**config.mk**
```make
export PLATFORM = sky130hd
export DESIGN_NAME = registry_rw
export DESIGN_NICKNAME = d
export VERILOG_FILES = /design/src/rtl/registry_rw.sv
export SDC_FILE = /design/constraint.sdc
export NUM_CORES = 1
export LEC_CHECK = 0
export BUFFER_PORTS_ARGS = -buffer_cell sky130_fd_sc_hd__buf_2
export CAP_MARGIN = 20
export CELL_PAD_IN_SITES_DETAIL_PLACEMENT = 1
export CELL_PAD_IN_SITES_GLOBAL_PLACEMENT = 1
export CORE_UTILIZATION = 43
export DETAILED_ROUTE_END_ITERATION = 8
export PLACE_DENSITY = 0.88
export SETUP_SLACK_MARGIN = 0.05
export SLEW_MARGIN = 10
export SYNTH_ARGS = -nofsm -noshare
export SYNTH_HDL_FRONTEND = slang
export SYNTH_SLANG_ARGS = --single-unit
```
**constraint.sdc**
```tcl
create_clock -name clk -period 3.2 [get_ports clk]
set_clock_uncertainty 0.05 [all_clocks]
set_input_delay 0.64 -clock clk [delete_from_list [all_inputs] [get_ports clk]]
set_output_delay 0.64 -clock clk [all_outputs]
set_load 0.005 [all_outputs]
```
**src/rtl/registry_rw.sv**
```systemverilog
// rtl/registry_rw.sv - UART command-frame register bank with optional readback
// Readback path (sRD_* states, tx_send/tx_data) present only when REGISTRY_READBACK_EN is defined.

module registry_rw #(
  parameter int C_UART_DATA_WIDTH = 8,
  parameter int C_REG_WIDTH       = 16,
  parameter int C_REG_COUNT       = 16,
  parameter int C_TIMEOUT         = 100000
) (
  input  logic                                 clk,
  input  logic                                 rstb,
  input  logic                                 rx_valid,
  input  logic [C_UART_DATA_WIDTH-1:0]         rx_data,
  output logic                                 rx_ack,
  output logic [C_UART_DATA_WIDTH-1:0]         tx_data,
  output logic                                 tx_send,
  input  logic                                 tx_busy,
  output logic [C_REG_COUNT*C_REG_WIDTH-1:0]   register,
  output logic [C_REG_COUNT-1:0]               wr_strobe,
  output logic                                 err
);

  localparam int DW = C_UART_DATA_WIDTH;
  localparam int RW = C_REG_WIDTH;
  localparam int AW = DW - 1;
  localparam int NB = RW / DW;
  localparam int BW = $clog2(NB + 1);
  localparam int TW = $clog2(C_TIMEOUT + 1);
  localparam logic [C_REG_COUNT-1:0] STROBE_ONE = C_REG_COUNT'(1);

  typedef enum logic [2:0] {
    sIDLE,
    sCMD,
    sDATA,
    sCOMMIT
`ifdef REGISTRY_READBACK_EN
    , sRD_LOAD,
    sRD_SEND,
    sRD_WAIT
`endif
  } state_t;

  state_t                          state_q, state_d;
  logic                            armed_q, armed_d;
  logic                            rx_ack_q, rx_ack_d;
  logic [DW-1:0]                   rx_byte_q, rx_byte_d;
  logic [AW-1:0]                   addr_q, addr_d;
  logic [RW-1:0]                   stage_q, stage_d;
  logic [BW-1:0]                   bcnt_q, bcnt_d;
  logic [TW-1:0]                   tcnt_q, tcnt_d;
  logic [C_REG_COUNT*RW-1:0]       reg_q, reg_d;
  logic [C_REG_COUNT-1:0]          wr_strobe_q, wr_strobe_d;
  logic                            err_q, err_d;
  logic [RW-1:0]                   shift_q, shift_d;
  logic                            accept, sample, in_range;

  // A byte is taken only once rx_valid has been low since the previous one.
  assign accept   = (state_q == sIDLE) || (state_q == sDATA);
  assign sample   = rx_valid && armed_q && accept;
  assign in_range = (32'(addr_q) < C_REG_COUNT);

  always_comb begin
    state_d     = state_q;
    armed_d     = armed_q;
    rx_ack_d    = sample;
    rx_byte_d   = sample ? rx_data : rx_byte_q;
    addr_d      = addr_q;
    stage_d     = stage_q;
    bcnt_d      = bcnt_q;
    reg_d       = reg_q;
    wr_strobe_d = '0;
    err_d       = 1'b0;
    shift_d     = shift_q;

    if (sample)         armed_d = 1'b0;
    else if (!rx_valid) armed_d = 1'b1;

    if (sample)                  tcnt_d = '0;
    else if (state_q == sDATA)   tcnt_d = tcnt_q + 1'b1;
    else                         tcnt_d = '0;

    case (state_q)
      sIDLE: if (sample) state_d = sCMD;
      sCMD: begin
        addr_d = rx_byte_q[AW-1:0];
        bcnt_d = '0;
        if (!rx_byte_q[DW-1]) begin
          state_d = sDATA;
        end else begin
`ifdef REGISTRY_READBACK_EN
          state_d = sRD_LOAD;
`else
          err_d   = 1'b1;
          state_d = sIDLE;
`endif
        end
      end
      sDATA: begin
        if (rx_ack_q) begin
          stage_d = (stage_q << DW) | RW'(rx_byte_q);
          bcnt_d  = bcnt_q + 1'b1;
          if (bcnt_q == BW'(NB - 1)) state_d = sCOMMIT;
        end else if (!sample && tcnt_q == TW'(C_TIMEOUT - 1)) begin
          err_d   = 1'b1;
          stage_d = '0;
          state_d = sIDLE;
        end
      end
      sCOMMIT: begin
        if (in_range) begin
          reg_d[addr_q*RW +: RW] = stage_q;
          wr_strobe_d            = STROBE_ONE << addr_q;
        end else begin
          err_d = 1'b1;
        end
        state_d = sIDLE;
      end
`ifdef REGISTRY_READBACK_EN
      sRD_LOAD: begin
        shift_d = in_range ? reg_q[addr_q*RW +: RW] : '0;
        err_d   = !in_range;
        bcnt_d  = '0;
        state_d = sRD_SEND;
      end
      sRD_SEND: if (tx_busy) state_d = sRD_WAIT;
      sRD_WAIT: begin
        if (!tx_busy) begin
          shift_d = shift_q << DW;
          bcnt_d  = bcnt_q + 1'b1;
          state_d = (bcnt_q == BW'(NB - 1)) ? sIDLE : sRD_SEND;
        end
      end
`endif
      default: state_d = sIDLE;
    endcase
  end

  always_ff @(posedge clk or negedge rstb) begin
    if (!rstb) begin
      state_q     <= sIDLE;
      armed_q     <= 1'b0;
      rx_ack_q    <= 1'b0;
      rx_byte_q   <= '0;
      addr_q      <= '0;
      stage_q     <= '0;
      bcnt_q      <= '0;
      tcnt_q      <= '0;
      reg_q       <= '0;
      wr_strobe_q <= '0;
      err_q       <= 1'b0;
      shift_q     <= '0;
    end else begin
      state_q     <= state_d;
      armed_q     <= armed_d;
      rx_ack_q    <= rx_ack_d;
      rx_byte_q   <= rx_byte_d;
      addr_q      <= addr_d;
      stage_q     <= stage_d;
      bcnt_q      <= bcnt_d;
      tcnt_q      <= tcnt_d;
      reg_q       <= reg_d;
      wr_strobe_q <= wr_strobe_d;
      err_q       <= err_d;
      shift_q     <= shift_d;
    end
  end

  assign rx_ack    = rx_ack_q;
  assign register  = reg_q;
  assign wr_strobe = wr_strobe_q;
  assign err       = err_q;

`ifdef REGISTRY_READBACK_EN
  assign tx_send = (state_q == sRD_SEND);
  assign tx_data = shift_q[RW-1 -: DW];
`else
  logic unused_readback;
  assign unused_readback = tx_busy ^ (^shift_q);
  assign tx_send = 1'b0;
  assign tx_data = '0;
`endif

endmodule

```
# [After elaboration in Yosys (flattened, before gate mapping)]
# Index checks and enable logic that the tools add are counted.
[word_totals] regBits=328 latchBits=0 mem_bits_rw=0 rom_bits=0 input_bits=12 elab_cells=63 n_memories=0
[op_classes] add_sub_neg=3 mul=0 n_div=0 magnitude_cmp=1 eq_ne=10 n_shift=3 mux=22 n_bitwise=1 n_reduce_logical=12
[op_table] operator="256-bit bitwise mux" n=1
[op_table] operator="16-bit by 34-bit variable shift with 256-bit output (first input constant)" n=1
[op_table] operator="16-bit by 34-bit indexed part select with 256-bit output" n=1
[op_table] operator="16-bit two-way mux" n=4
[op_table] operator="17-bit two-way mux" n=2
[op_table] operator="11-bit negator with 34-bit output" n=1
[op_table] operator="17-bit by 1-bit adder with 17-bit output (second input constant)" n=1
[op_table] operator="17-bit equality test (second input constant)" n=1
[op_table] operator="16-bit by 8-bit OR with 16-bit output" n=1
[op_table] operator="1-bit by 7-bit << shifter with 16-bit output (first input constant)" n=1
[op_table] operator="3-bit two-way mux" n=4
[op_table] operator="3-bit case mux with 3 select lines" n=1
[op_table] operator="7-bit by 5-bit less-than comparator with 1-bit output (second input constant)" n=1
[op_table] operator="3-bit by 2-bit equality test with 1-bit output (second input constant)" n=2
[op_table] operator="1-bit two-way mux" n=6
[op_table] operator="3-bit by 2-bit != test with 1-bit output (second input constant)" n=2
[op_table] operator="2-bit AND reduction" n=3
[op_table] operator="2-bit two-way mux" n=2
[op_table] operator="2-bit != test (second input constant)" n=2
[op_table] operator="2-bit case mux with 2 select lines" n=1
[op_table] operator="2-bit nonzero test" n=2
[op_table] operator="3-bit by 1-bit equality test with 1-bit output (second input constant)" n=1
[op_table] operator="1-bit logical AND" n=3
[op_table] operator="3-bit zero test" n=1
[op_table] operator="other kinds (7)" n=7

# [Longest topological paths before layout]
[logic_depth] depth_word=8 mapped_depth=13 ltp_nobuf=10

# [Worst setup path before layout]
# Ideal clock, no wire load.
[synth_path] kind="reg2reg" start="register addr_q[0]" end="register reg_q[38], in the netlist register[38]" setup_time_ns=0.125 arrival_time_ns=2.651 required_time_ns=3.025 slack_ns=0.375 stages_incl_launch_ff=14 n_path_buf=3 period_less_slack_ns=2.825 cell_sequence="dfrtp_1 buf_6 inv_1 ha_1 nand2b_1 nor4_1 ha_1 nor2b_1 and4_1 buf_2 nand2_1 nor2_2 buf_2 mux2_2"
[synth_via] elab_chain_len=3
[synth_lines] element="from (decl)" line="47" source="logic [AW-1:0] addr_q, addr_d;"
[synth_lines] element="from (signal assigned)" line="157" source="addr_q <= addr_d;"
[synth_lines] element="11-bit negator with 34-bit output" line="111" source="reg_d[addr_q*RW +: RW] = stage_q;"
[synth_lines] element="16-bit by 34-bit indexed part select with 256-bit output or 16-bit by 34-bit variable shift with 256-bit output (tied branches)" line="111"
[synth_lines] element="256-bit bitwise mux" line="111"
[synth_lines] element="to (signal assigned)" line="161" source="reg_q <= reg_d;"
[synth_lines] element="to (decl)" line="51" source="logic [C_REG_COUNT*RW-1:0] reg_q, reg_d;"
# Several ways; a longest one is shown, not always the timed one.
# A chain may end at the register's enable or synchronous reset.

# [Worst setup path after layout]
[layout_path] start="register addr_q[1]" end="register reg_q[35], in the netlist register[35]"
# Same word-level chain as after synthesis.

==> flow_summary.json <==
{
  "clk_pin_slew_worst_paths_ns": 0.06,
  "synth_area_leader_cell": "dfrtp_1",
  "layout_common_cells": "dfrtp_1, buf_2, mux2_2, o21ai_0, nand2_1",
  "setup_viol": 0,
  "dp_hpwl_um": 28030,
  "setup_tns_ns": 0,
  "drt_iter0_drc": 567,
  "synth_cell_types": 55,
  "maxCapViolCount": 0,
  "cp_cell_sequence": "inv_1 > ha_1 > nand2b_1 > nor4_1 > ha_1 > nor2b_1 > and4_1 > nand2_1 > nor2_2 > buf_4 > mux2_2",
  "coreArea_um2": 29870,
  "syn_area_per_cell_um2": 12.35,
  "grt_max_degree": 81,
  "rsz0062_at_grt": "no",
  "gp_congestion": 0.8144,
  "critPathLaunch": "addr_q[1]$_DFFE_PN0P_",
  "grt_pass1_vias": 10460,
  "worstMarginPinSlew_ns": 1.110,
  "clk_latency_ns": 0.53,
  "antenna_found_initial": 2,
  "synthCells": 1065,
  "mostFrequentLayoutCell": "dfrtp_1",
  "row_count": 63,
  "post_cts_buffers": 0,
  "slowest_stage": "and4_1",
  "initial_core_util_pct": 44.03,
  "cpMostUsedCell": "ha_1",
  "synth_top_area_share_pct": 62.20,
  "cts_buffer_depth": 3,
  "dpl_worst_slack_ns": 0.08519,
  "hold_buffers": 0,
  "num_io_pins": 295,
  "wire_per_inst_um": 23.17,
  "cpLargestDelayFamily": "simple AND/OR/NAND/NOR gates",
  "synth-edff-count": 0,
  "die_x_um": 176.9,
  "track_usage_pct": 26.54,
  "vias_per_cell": 5.420,
  "max-vdd-ir-drop_mv": 0.4253,
  "critPathArrivalTime_ns": 3.28,
  "synthesis.area_um2": 13160,
  "maxSlewViolCount": 0,
  "synth_seq_area_share_pct": 62.20,
  "yosysWarnings": 0,
  "cts_tree": "built",
  "clockRootBuffer": "clkbuf_16",
  "required_ns": 3.54,
  "cts_buffers": 36,
  "criticalPathCategory": "flop to flop",
  "worstHoldPathType": "input port to asynchronous set/reset pin",
  "layout-drive-gt1-share_pct": 40.15,
  "cts.sinks": 327,
  "relSlewSlack_pct": 25.50,
  "grt_first_pass_wirelength_um": 62970,
  "fmax_mhz": 340.4,
  "ant_nets": 0,
  "drc": 0,
  "ff2ff_path_depth": 11,
  "synth.area.top_cells": "dfrtp_1, mux2_2, o21ai_0, nand2_1, mux2i_1",
  "cp.buffers_inverters": 2,
  "crit_cells": 11,
  "drt-total-wl_um": 40890,
  "areaGrowthSynthToFinish_pct": 23.39,
  "grt_overflow": 0,
  "fillers": 3202,
  "setup_ws_ns": 0.2627,
  "synthArstFlopShare_pct": 100.0,
  "regArea_um2": 8183,
  "fin_crit_ns": 2.937,
  "reg2reg_from": "addr_q[1]$_DFFE_PN0P_",
  "synth_ff_type": "dfrtp_1",
  "status": "finished, final reports clean",
  "fin_nets": 1367,
  "multi_input_area_um2": 4459,
  "cp-start-kind": "flop",
  "ys_ff_latch": 327,
  "cp-endpoint": "register[35]$_DFFE_PN0P_",
  "slowest_delay_ns": 0.41,
  "r2r_setup_slack_ns": 0.26,
  "drt_first_pass_iters": 4,
  "p_per_area_nw_per_um2": 702.3,
  "cp_max_fo": 16,
  "port_buffers": 284,
  "r2r_end": "register[35]$_DFFE_PN0P_",
  "finalHoldViolations": 0,
  "die_h_um": 176.9,
  "n_antenna_cell": 0,
  "end_kind": "flop",
  "ctsResizeCount": 0,
  "cts-htree-levels": 2,
  "timing.final.crit_share_pct": 91.79,
  "p_leak_nw": 8.699,
  "via_count": 9567,
  "die-area_um2": 31300
}
[metrics by stage]
stage / utilization (%) / power, mW / instances / hold WS, ns / area [um2]
finish: 54.33 / 11.40 / 1765 / 0.05864 / 16230
global route: 54.33 / 11.83 / 1765 / 0.08403 / 16230
CTS: 54.30 / 11.46 / 1765 / 0.06718 / 16220
detailed placement: 50.23 / 7.145 / 1703 / 0.4161 / 15010
global placement: 50.23 / 7.011 / 1703 / 0.4047 / 15010
floorplan: - / 6.059 / 1073 / 0.2944 / 13190
[worst min-delay path by stage]
stage	end	depth (start not counted)	slack [ns]
after floorplan	addr_q[0]$_DFFE_PN0P_	0	0.29
after global placement	register[181]$_DFFE_PN0P_	2	0.40
after detailed placement	register[59]$_DFFE_PN0P_	2	0.42
after CTS	register[92]$_DFFE_PN0P_	1	0.07
after global routing	register[124]$_DFFE_PN0P_	1	0.08
final	register[26]$_DFFE_PN0P_	1	0.06
[report_power, final]
group	leakage, nW	internal (mW)	switching (mW)
sequential	4.52	4.45	0.802
clock	0.606	2.61	1.68
combinational	3.57	0.677	1.18
[cell usage after synthesis (17+ instances only)]
master / count
and2_1: 19
and3_1: 20
clkbuf_1: 44
dfrtp_1: 327
inv_1: 41
mux2_2: 150
mux2i_1: 17
nand2_1: 111
nand3_1: 28
nor2_1: 32
o21ai_0: 120
[worst reg2reg max path, cell delays in order (launching register included)]
cell and delay [ns]:
dfrtp_1 0.38, inv_1 0.12, ha_1 0.23, nand2b_1 0.09, nor4_1 0.18, ha_1 0.18, nor2b_1 0.17, and4_1 0.41
nand2_1 0.18, nor2_2 0.16, buf_4 0.28, mux2_2 0.38
[state kept, by name (all words and copies together), names as in the netlist]
name,flops
register,256
tcnt_q,17
stage_q,16
wr_strobe,16
rx_byte_q,8
addr_q,7
bcnt_q,2
state_q,2
armed_q,1
err,1
rx_ack,1
[cells by family (layout without fill, tap and decap cells)]
logic type	count (synthesis)	in the layout	share of synthesized area, %
fa+ha+maj	4	4	0.3805
simple gates	265	265	10.13
buf+inv	122	424	4.280
other cells	1	9	0.02851
xor+xnor	15	15	1.056
compound gates	149	149	6.220
flops	327	327	62.20
mux	182	182	15.70
[layout make-up]
| class | count | area share, % |
|---|---|---|
| Clock inverter | 15 | 1.326 |
| Inverter | 42 | 0.9712 |
| Tap cell | 390 | 3.006 |
| Timing Repair Buffer | 320 | 10.64 |
| Multi-Input combinational cell | 624 | 27.47 |
| Clock buffer | 47 | 6.174 |
| Sequential cell | 327 | 50.41 |
[routing by layer]
metal  wire length (um)  track usage (%)
met5                 13                0
met1              16620            32.85
met2              20620            45.69
met3               2187            5.284
met4               1443            10.13
(Power assumes the default switching activity.)
